**src/rtl/bus_ctrl_pkg.sv**
```systemverilog
`timescale 1ns/1ps
`default_nettype none
// ============================================================================
//  Module   : bus_ctrl_pkg
//  Purpose  : Shared state encoding and default sizing for the bidirectional
//             external bus controller and its wait-state counter.
//  Revision : 1.0  initial release
// ============================================================================
package bus_ctrl_pkg;

  localparam int DEF_DW          = 8;
  localparam int DEF_AW          = 16;
  localparam int DEF_WAIT_STATES = 2;

  // Wait counter width; WAIT_STATES is limited to 0..15.
  localparam int WCNT_W = 4;

  typedef logic [2:0] state_t;

  localparam logic [2:0] ST_IDLE   = 3'd0;
  localparam logic [2:0] ST_SETUP  = 3'd1;
  localparam logic [2:0] ST_STROBE = 3'd2;
  localparam logic [2:0] ST_HOLD   = 3'd3;
  localparam logic [2:0] ST_TURN   = 3'd4;

endpackage : bus_ctrl_pkg
`default_nettype wire

```
**src/rtl/bus_wait_counter.sv**
```systemverilog
`timescale 1ns/1ps
`default_nettype none
// ============================================================================
//  Module   : bus_wait_counter
//  Purpose  : Loadable down-counter with zero flag that times the strobe
//             phase of an external bus access.
//  Revision : 1.0  initial release
// ============================================================================
module bus_wait_counter
  import bus_ctrl_pkg::*;
#(
  parameter int W = WCNT_W
) (
  input  logic         clk,
  input  logic         rst,
  input  logic         i_load,
  input  logic [W-1:0] i_load_val,
  input  logic         i_dec,
  output logic         o_zero
);

  logic [W-1:0] cnt_q;
  logic [W-1:0] cnt_d;

  // Load wins over decrement; the count saturates at zero.
  always_comb begin
    cnt_d = cnt_q;
    if (i_load) begin
      cnt_d = i_load_val;
    end else if (i_dec && (cnt_q != '0)) begin
      cnt_d = cnt_q - W'(1);
    end
  end

  // Count register, cleared by reset.
  always_ff @(posedge clk) begin
    if (rst) begin
      cnt_q <= '0;
    end else begin
      cnt_q <= cnt_d;
    end
  end

  assign o_zero = (cnt_q == '0);

endmodule : bus_wait_counter
`default_nettype wire

```
**src/rtl/bidir_bus_ctrl.sv**
```systemverilog
`timescale 1ns/1ps
`default_nettype none
// ============================================================================
//  Module   : bidir_bus_ctrl
//  Purpose  : Single-access controller for an external bidirectional data bus
//             built from pad cells (A / TN / ZI). Sequences SETUP, STROBE,
//             HOLD and a read-to-write turnaround; all outputs registered.
//  Revision : 1.0  initial release
// ============================================================================
module bidir_bus_ctrl
  import bus_ctrl_pkg::*;
#(
  parameter int DW          = DEF_DW,
  parameter int AW          = DEF_AW,
  parameter int WAIT_STATES = DEF_WAIT_STATES  // 0..15
) (
  input  logic          MasterClock,
  input  logic          Reset,
  input  logic          Req,
  input  logic          We,
  input  logic [AW-1:0] Addr,
  input  logic [DW-1:0] WData,
  output logic          Ack,
  output logic [DW-1:0] RData,
  input  logic          TestEn,
  output logic [AW-1:0] PadAddr,
  output logic [DW-1:0] PadA,
  output logic          PadTN,
  input  logic [DW-1:0] PadZI,
  output logic          nRD,
  output logic          nWR
);

  state_t        state_q,    state_d;
  logic          we_q,       we_d;
  logic [AW-1:0] pad_addr_q, pad_addr_d;
  logic [DW-1:0] pad_a_q,    pad_a_d;
  logic          pad_tn_q,   pad_tn_d;
  logic          n_rd_q,     n_rd_d;
  logic          n_wr_q,     n_wr_d;
  logic          ack_q,      ack_d;
  logic [DW-1:0] rdata_q,    rdata_d;

  logic          cnt_load;
  logic          cnt_dec;
  logic          cnt_zero;

  bus_wait_counter #(
    .W (WCNT_W)
  ) u_wait_cnt (
    .clk        (MasterClock),
    .rst        (Reset),
    .i_load     (cnt_load),
    .i_load_val (WCNT_W'(WAIT_STATES)),
    .i_dec      (cnt_dec),
    .o_zero     (cnt_zero)
  );

  // Next-state and next-output logic; outputs are computed one cycle ahead so
  // every pad-facing signal comes straight from a flop.
  always_comb begin
    state_d    = state_q;
    we_d       = we_q;
    pad_addr_d = pad_addr_q;
    pad_a_d    = pad_a_q;
    pad_tn_d   = pad_tn_q;
    n_rd_d     = 1'b1;
    n_wr_d     = 1'b1;
    ack_d      = 1'b0;
    rdata_d    = rdata_q;
    cnt_load   = 1'b0;
    cnt_dec    = 1'b0;

    case (state_q)
      ST_IDLE: begin
        pad_tn_d = 1'b0;
        if (Req && !TestEn) begin
          we_d       = We;
          pad_addr_d = Addr;
          pad_a_d    = WData;
          pad_tn_d   = We;       // drive only for writes, from SETUP onward
          state_d    = ST_SETUP;
        end
      end
      ST_SETUP: begin
        cnt_load = 1'b1;
        n_wr_d   = !we_q;
        n_rd_d   = we_q;
        state_d  = ST_STROBE;
      end
      ST_STROBE: begin
        if (cnt_zero) begin
          state_d = ST_HOLD;
          ack_d   = 1'b1;
          // PadZI already passed through the pad register, so the value
          // present now is the device data from the strobe window.
          if (!we_q) begin
            rdata_d = PadZI;
          end
        end else begin
          cnt_dec = 1'b1;
          n_wr_d  = !we_q;
          n_rd_d  = we_q;
        end
      end
      ST_HOLD: begin
        if (we_q) begin
          pad_tn_d = 1'b0;
          state_d  = ST_IDLE;
        end else begin
          state_d  = ST_TURN;
        end
      end
      ST_TURN: begin
        pad_tn_d = 1'b0;
        state_d  = ST_IDLE;
      end
      default: begin
        pad_tn_d = 1'b0;
        state_d  = ST_IDLE;
      end
    endcase
  end

  // State and output registers with synchronous reset.
  always_ff @(posedge MasterClock) begin
    if (Reset) begin
      state_q    <= ST_IDLE;
      we_q       <= 1'b0;
      pad_addr_q <= '0;
      pad_a_q    <= '0;
      pad_tn_q   <= 1'b0;
      n_rd_q     <= 1'b1;
      n_wr_q     <= 1'b1;
      ack_q      <= 1'b0;
      rdata_q    <= '0;
    end else begin
      state_q    <= state_d;
      we_q       <= we_d;
      pad_addr_q <= pad_addr_d;
      pad_a_q    <= pad_a_d;
      pad_tn_q   <= pad_tn_d;
      n_rd_q     <= n_rd_d;
      n_wr_q     <= n_wr_d;
      ack_q      <= ack_d;
      rdata_q    <= rdata_d;
    end
  end

  assign Ack     = ack_q;
  assign RData   = rdata_q;
  assign PadAddr = pad_addr_q;
  assign PadA    = pad_a_q;
  assign PadTN   = pad_tn_q;
  assign nRD     = n_rd_q;
  assign nWR     = n_wr_q;

endmodule : bidir_bus_ctrl
`default_nettype wire

```
**config.mk**
```make
export PLATFORM = sky130hd
export DESIGN_NAME = bidir_bus_ctrl
export DESIGN_NICKNAME = d
export VERILOG_FILES = /design/src/rtl/bus_ctrl_pkg.sv /design/src/rtl/bus_wait_counter.sv /design/src/rtl/bidir_bus_ctrl.sv
export SDC_FILE = /design/constraint.sdc
export NUM_CORES = 1
export LEC_CHECK = 0
export ABC_AREA = 1
export CAP_MARGIN = 20
export CORE_ASPECT_RATIO = 2
export CORE_MARGIN = 1.5
export CORE_UTILIZATION = 32
export DETAILED_ROUTE_END_ITERATION = 6
export REMOVE_ABC_BUFFERS = 1
export SETUP_SLACK_MARGIN = 0.15
export SLEW_MARGIN = 20
export SYNTH_ARGS = -nofsm -noshare
export SYNTH_HDL_FRONTEND = slang
export SYNTH_HIERARCHICAL = 1
export SYNTH_SLANG_ARGS = --single-unit
```
**constraint.sdc**
```tcl
create_clock -name MasterClock -period 2.57 [get_ports MasterClock]
set_input_delay 0.257 -clock MasterClock [delete_from_list [all_inputs] [get_ports MasterClock]]
set_output_delay 0.257 -clock MasterClock [all_outputs]
set_load 0.1 [all_outputs]
```
# == Word level (Yosys, flattened, before mapping) ==
# Cells that the tools add are included.
# W data, S select, Z words.
# totals
word_cells,53
regBits,44
input_bits,37
# op_classes
n_bitwise,3
n_reduce_logical,15
n_eq_ne,6
n_addsub,1
mux,17
# op_table
cell,count
$pmux W3 S4,1
$mux W3,3
$mux W1,8
$eq A3 B2 Y1 const B,2
$ne A2 B2 Y1 const B,3
$reduce_and A2 Y1,3
$reduce_or A2 Y1,3
$logic_not A4 Y1,1
$mux W2,2
$pmux W1 S2,2
$reduce_bool A4 Y1,1
$sub A4 B1 Y4 const B,1
$eq A3 B1 Y1 const B,1
$logic_not A3 Y1,1
$not A1 Y1,3
$pmux W1 S3,1
$reduce_and A3 Y1,1
$logic_and A1 B1 Y1,2
$logic_not A1 Y1,2
$reduce_bool A2 Y1,1

# == Longest topological paths before layout ==
# logic_depth
ltp_word,6
depth_mapped,10

# == Cells and area by module ==
# Netlist, hierarchy kept.
# modules_own_cells
module,n_inst,seq_area_each_um2,cells_each,area_each_um2
bidir_bus_ctrl,1,800.8,252,1712.9
bus_wait_counter,1,80.1,41,274.0

# == Worst setup path before layout ==
# No wires, ideal clock.
# synth_timing
path_kind,register to register
startpoint,register u_wait_cnt.cnt_q[0]
endpoint,register u_wait_cnt.cnt_q[1]
n_path_buf,0
path_slack_ps,1160
path_stages_with_launch,11
required_ps,2454
arrival_ps,1294
cell_sequence,dfxtp_1 > inv_1 > ha_1 > nand3_2 > inv_1 > nor2_1 > nand2_4 > nand2_4 > clkinv_2 > nor2_1 > nor2_1
# synth_via
elab_chain_len,5
# synth_rtl
element,line,source
"start, declared",bus_wait_counter.sv:22,logic [W-1:0] cnt_q;
"start signal, assigned",bus_wait_counter.sv:40,cnt_q <= cnt_d;
$logic_not A4 Y1,bus_wait_counter.sv:44,assign o_zero = (cnt_q == '0);
named net cnt_zero,bidir_bus_ctrl.sv:46,logic cnt_zero;
$mux W1,bidir_bus_ctrl.sv:92,if (cnt_zero) begin
$mux W1,bidir_bus_ctrl.sv:74,case (state_q)
named net cnt_dec,bidir_bus_ctrl.sv:45,logic cnt_dec;
$logic_and A1 B1 Y1,bus_wait_counter.sv:30,end else if (i_dec && (cnt_q != '0)) begin
$reduce_bool A2 Y1 (no source line),--,
# The timed path passes the listed nets, and every way through them passes these cells. The select of a mux whose other input is x is not followed.
# A chain may end at the register's enable or synchronous reset.

# == Worst setup path after layout ==
# layout_timing
startpoint,register u_wait_cnt.cnt_q[0]
endpoint,register u_wait_cnt.cnt_q[3]
# layout_via
elab_chain_len,4
# layout_rtl
element,line
$logic_not A4 Y1,bus_wait_counter.sv:44
named net cnt_zero,bidir_bus_ctrl.sv:46
$mux W1,bidir_bus_ctrl.sv:92
$mux W1,bidir_bus_ctrl.sv:74
named net cnt_dec,bidir_bus_ctrl.sv:45
$logic_and A1 B1 Y1,bus_wait_counter.sv:30
# The timed path passes the listed nets, and every way through them passes these cells.

==> flow_summary.json <==
{
  "run_status": "finished, final reports clean",
  "cts.reportedPaths.clkPinSlew_ns": 0.06,
  "grt_pass1_vias": 1529,
  "drt-initial-drc-count": 39,
  "grt_usage_pct": 12.8,
  "cts_tree": "built",
  "ir_drop_v": 0.000318,
  "die_y_um": 114,
  "arrival_ns": 1.70,
  "drive_gt1_share_pct": 16.1,
  "dp_hpwl_mm": 3.20,
  "num-fill-cells": 656,
  "rsz0062_at_grt": "no",
  "hold_buffers": 0,
  "ys_ff_latch": 44,
  "r2r_end": "u_wait_cnt/cnt_q[3]$_SDFFE_PP0P_",
  "root_buffer": "clkbuf_16",
  "slew_headroom_pct": 59.6,
  "setup_viol": 0,
  "crit_family": "simple AND/OR/NAND/NOR gates",
  "start_util_pct": 33.1,
  "synthTopCellsByCount": "nand2_1 (80), nor2_1 (77), dfxtp_1 (44), inv_1 (43), nand3_1 (9)",
  "syn_to_final_growth_pct": 39.8,
  "ff2ff_setup_slack_ns": 1.03,
  "dieArea_um2": 6720,
  "synth.yosys.seq_area_share_pct": 44.3,
  "multi_input_area_um2": 848,
  "clkLatencyLatePin_ns": 0.28,
  "pre_cts_ws_ns": 0.795,
  "htreeDepth": 2,
  "yosysTopAreaCellShare_pct": 44.3,
  "synthFlopType": "dfxtp_1",
  "post_cts_buffers": 0,
  "yosysMostFrequentCell": "nand2_1",
  "critical_path_class": "register to register",
  "gp_congestion": 0.726,
  "cp_cell_sequence": "inv_1 > ha_1 > nand3_2 > inv_1 > nor2_1 > nand2_4 > nand2_4 > clkinv_2 > nand2_1 > a21oi_2",
  "hold_viol": 0,
  "overflow": 0,
  "worstHoldPathType": "register to register",
  "final_nets": 403,
  "worstMarginPinSlew_ns": 0.604,
  "syn-cell-area_um2": 1990,
  "finish.utilization_pct": 46.3,
  "ant_nets": 0,
  "min_path_cells": 1,
  "antenna_cells": 0,
  "stdcell_area_um2": 2780,
  "end_kind": "register",
  "die_x_um": 58.7,
  "via_per_inst": 4.28,
  "numPortBuffers": 72,
  "yosys_warnings": 6,
  "cp_slowest_cell": "dfxtp_1",
  "routedWlPerCell_um": 9.88,
  "cts_buffers": 5,
  "ff_latch_area_um2": 881,
  "clock-sinks": 44,
  "slowest_delay_ns": 0.34,
  "drcViolationCount": 0,
  "start_kind": "register",
  "wirelength_mm": 4.24,
  "post_cts_resize_count": 0,
  "path_max_fanout": 5,
  "synth_area_leaders": "dfxtp_1 (44%), nand2_1 (15%), nor2_1 (15%)",
  "cp.required_ns": 2.73,
  "cp_num_buf_inv": 3,
  "cap_violations": 0,
  "antenna_found_initial": 0,
  "syn_avg_cell_area_um2": 6.78,
  "grt_start_max_net_pins": 51,
  "min_from": "we_q$_SDFFE_PP0P_",
  "max_freq_mhz": 650,
  "period_needed_ns": 1.54,
  "startpoint": "u_wait_cnt/cnt_q[0]$_SDFFE_PP0P_",
  "cts_buffer_depth": 2,
  "synth_top_area_cell": "dfxtp_1",
  "final.period_utilization_pct": 59.9,
  "synth_cell_type_count": 25,
  "synthCells": 293,
  "finalWorstSetupSlack_ns": 1.03,
  "post_dp_cell_area_um2": 2620,
  "async_flop_share_pct": 0,
  "core_area_um2": 6010,
  "slew_viol_final": 0,
  "dr.pass1.iters": 4,
  "synth_edf_count": 0,
  "grt_pass1_wl_mm": 6.59,
  "row_count": 40,
  "skew_ns": 0.00437,
  "r2r_start": "u_wait_cnt/cnt_q[0]$_SDFFE_PP0P_",
  "pin_count": 73,
  "endpoint": "u_wait_cnt/cnt_q[3]$_SDFFE_PP0P_",
  "finalSetupTns_ns": 0,
  "p_per_area_nw_per_um2": 764,
  "via_count": 1834,
  "cp.depth": 10,
  "r2r_cells": 10,
  "p_leak_uw": 0.00140
}
routing by layer:
| layer | vias to the layer above | share of wire [%] | global-route usage [%] |
|---|---|---|---|
| met2 | 42 | 55 | 23.6 |
| met3 | 7 | 4.3 | 2.82 |
| met1 | 792 | 38 | 12.9 |
| met5 | - | 0 | 0 |
| li1 | 993 | - | - |
| met4 | 0 | 2.5 | 6.36 |
flip-flops by register name (all words and copies together), names as in the netlist:
register / cells
Ack: 1
PadAddr: 16
state_q: 3
u_wait_cnt/cnt_q: 4
nRD: 1
PadTN: 1
nWR: 1
PadA: 8
RData: 8
we_q: 1
cell families after synthesis:
family | synth area share [%]
and+or+nand+nor | 37.7
other | 0.378
adders and majority gates | 0.630
buffers and inverters | 13.3
xor gates and xnor gates | 0.441
DFF | 44.3
AOI/OAI and AO/OA | 3.21
worst register-to-register path, stage by stage, from the launching register on:
cell and delay (ns):
dfxtp_1 0.34, inv_1 0.08, ha_1 0.23, nand3_2 0.11, inv_1 0.11, nor2_1 0.20
nand2_4 0.09, nand2_4 0.09, clkinv_2 0.06, nand2_1 0.07, a21oi_2 0.05
per-stage QoR:
step	total power, uW	hold slack, ns	instances
4_1_cts	2150	0.463	429
3_3_place_gp	1490	0.460	421
5_1_grt	2230	0.507	429
6_report	2120	0.465	429
3_5_place_dp	1490	0.453	421
2_1_floorplan	1320	0.319	286
cell usage in the layout (no fill, tap or decap), drive strengths merged:
cell type	instances
nor2	79
conb	4
dfxtp	44
or2	1
clkinv	1
nand3	10
nor3	1
clkdlybuf4s50	36
o21ai	7
buf	36
o22ai	1
inv	48
ha	1
clkbuf	6
xor2	1
nor4	1
nand4	1
nand2	83
a21oi	3
clkinvlp	2
power breakdown:
group          total, uW  leakage (uW)  switching [uW]  internal [uW]
registers            775      0.000360            34.8            740
logic                695      0.000971             510            185
clock network        651     0.0000691             265            386
cell type report:
cell class	count	share of cell area, %
flip-flops and latches	44	31.7
multi-input cells	193	30.5
repair buffers	72	22.7
inverters	49	6.67
clock buffers	6	5.00
well taps	63	2.84
clock inverters	2	0.541
worst min path at each step:
stage | to | slack (ns)
after global placement | nWR$_SDFF_PP1_ | 0.46
after floorplan | state_q[0]$_SDFFE_PP0P_ | 0.32
final | nWR$_SDFF_PP1_ | 0.47
after CTS | nWR$_SDFF_PP1_ | 0.46
after detailed placement | nWR$_SDFF_PP1_ | 0.45
after global routing | nWR$_SDFF_PP1_ | 0.51
(Power assumes the default switching activity.)
==> RTL edit (same settings) <==
Reset style: asynchronous (`Reset` and `rst`), changed in 2 clocked blocks. Comments in the files are not updated.
--- a/src/rtl/bus_wait_counter.sv
+++ b/src/rtl/bus_wait_counter.sv
@@ -33,7 +33,7 @@
   end
 
   // Count register, cleared by reset.
-  always_ff @(posedge clk) begin
+  always_ff @(posedge clk or posedge rst) begin
     if (rst) begin
       cnt_q <= '0;
     end else begin
--- a/src/rtl/bidir_bus_ctrl.sv
+++ b/src/rtl/bidir_bus_ctrl.sv
@@ -123,7 +123,7 @@
   end
 
   // State and output registers with synchronous reset.
-  always_ff @(posedge MasterClock) begin
+  always_ff @(posedge MasterClock or posedge Reset) begin
     if (Reset) begin
       state_q    <= ST_IDLE;
       we_q       <= 1'b0;
Check against the original RTL: differs if Reset is asserted again (counterexample within 4 cycles, from zero or initial values and one cycle with Reset high); with Reset held inactive, the same outputs for 10 cycles.
==> RTL edit against the original RTL <==
Count of clock-buffer cells in the layout stayed put. Maximum frequency is 0.60% lower. Critical endpoint is now RData[5]. Setup slack worse by 0.0093 ns. Cell area is 2.7% lower. Highest routed layer unchanged. First-iteration DRC count is 23% higher. Wire length is 0.61% lower. Global-route usage is 1.6 points higher. Critical path type unchanged. Sequential cell count stayed put. Area after synthesis is 5.0% lower. Non-clock buffer count is 1 higher.
Power is left out: the tool's default activity adds up to more than one toggle a clock period on the data nets, which glitch-free logic cannot reach.
==> RTL edit: results (changes against the original RTL) <==
status: "complete, no violations"  # unchanged
worstHoldPathType: "input pin to asynchronous set/reset pin"  # was flop to flop
synth.distinct_cells: 21  # was 25
grt.total_usage_pct: 14.43  # was 12.85%
grtUsageMet2_pct: 26.28  # was 23.63%
synth_flop_cell: "dfrtp_1"  # was dfxtp_1
gp_congestion: 0.7688  # was 0.7262
netlist_top_cells_area: "dfrtp_1 56%, nand2_1 23%, nand3_1 4.0%"  # was dfxtp_1 44%, nand2_1 15%, nor2_1 15%
max_slew_margin_pct: 66.26  # was 59.65%
final.fill_count: 582  # was 656
synthTopCellsByCount: "117 x nand2_1, 42 x dfrtp_1, 15 x nand3_1"  # was 80 x nand2_1, 77 x nor2_1, 44 x dfxtp_1
grt_pass1_wl_um: 7251  # was 6589 µm
hpwlAfterDp_um: 3159  # was 3199 µm
worstPathArrival_ns: 1.72  # was 1.70 ns
max_stage_delay_ns: 0.39  # was 0.34 ns
drive_above_1_share_pct: 19.13  # was 16.12%
grt_pass1_vias: 1587  # was 1529
routedWlPerCell_um: 11.73  # was 9.876 µm
grt_max_degree: 41  # was 51
drt_iter0_drc: 48  # was 39
slowest_stage: "dfrtp_1"  # was dfxtp_1
final_nets: 335  # was 403
finalClockSkew_ns: 0.004102  # was 0.004365 ns
vias_per_cell: 4.368  # was 4.275
seq_area_frac_synth_pct: 58.45  # was 44.33%
use_met3_pct: 2.555  # was 2.825%
==> RTL edit: changes by cell type after synthesis, moves of 3 or more <==
| cell | change |
|---|---|
| nand3_1 | +6 |
| dfxtp_1 | -44 |
| dfrtp_1 | +42 |
| nand3b_1 | +3 |
| inv_1 | -31 |
| nor2_1 | -72 |
| o21ai_0 | -4 |
| nand2_1 | +37 |
==> RTL edit: path summary, 6_finish.rpt <==
path / start / end / slack [ns] / cells after the start
min in group MasterClock: we_q / nWR / 0.47 / 1
min reg2reg: we_q / nWR / 0.47 / 1
max: u_wait_cnt/cnt_q[0] / RData[5] / 1.02 / 7
max in group asynchronous: Reset / nRD / 1.78 / 3
max reg2reg: u_wait_cnt/cnt_q[0] / RData[5] / 1.02 / 7
min: Reset / u_wait_cnt/cnt_q[3] / 0.19 / 2
==> RTL edit: layout make-up <==
cell class / count / share of cell area [%]
Sequential cell: 44 / 40.83
Multi-Input combinational cell: 156 / 25.05
Timing Repair Buffer: 73 / 23.61
Clock buffer: 6 / 4.769
Tap cell: 61 / 2.824
Inverter: 17 / 2.454
Clock inverter: 2 / 0.4630
==> RTL edit: cells by family (layout without fill, tap and decap cells) <==
kind of cell               count (synthesis)  count (layout)  share of synthesized area [%]
AOI/OAI and AO/OA                          3               3                         0.7950
and+or+nand+nor                          148             148                          33.60
other                                      2               4                         0.3978
buffers and inverters                     22              98                          6.096
adders and majority gates                  1               1                         0.6626
DFF                                       44              44                          58.45
==> RTL edit: per-layer routing <==
layer | up-vias | part of all wire [%]
met1 | 706 | 37
li1 | 813 | -
met2 | 42 | 56
met4 | 0 | 2.5
met5 | - | 0
met3 | 7 | 4.1
==> RTL edit: metrics by stage <==
step / setup WS (ns) / utilization, % / hold slack (ns) / instances / instance area (µm²)
2_1_floorplan: 1.239 / - / 0.02308 / 217 / 1847
3_3_place_gp: 0.9107 / 44.86 / 0.4517 / 351 / 2561
3_5_place_dp: 0.8923 / 44.86 / 0.4591 / 351 / 2561
4_1_cts: 0.9744 / 47.34 / 0.1965 / 359 / 2703
5_1_grt: 0.8301 / 47.34 / 0.2162 / 359 / 2703
6_report: 1.022 / 47.34 / 0.1941 / 359 / 2703
==> RTL edit: critical path, delay by kind of cell (launching register included) <==
kind / cells / cell delay [ns]
fa+ha+maj: 1 / 0.21
buf+inv: 2 / 0.20
flops: 1 / 0.39
simple gates: 4 / 0.63
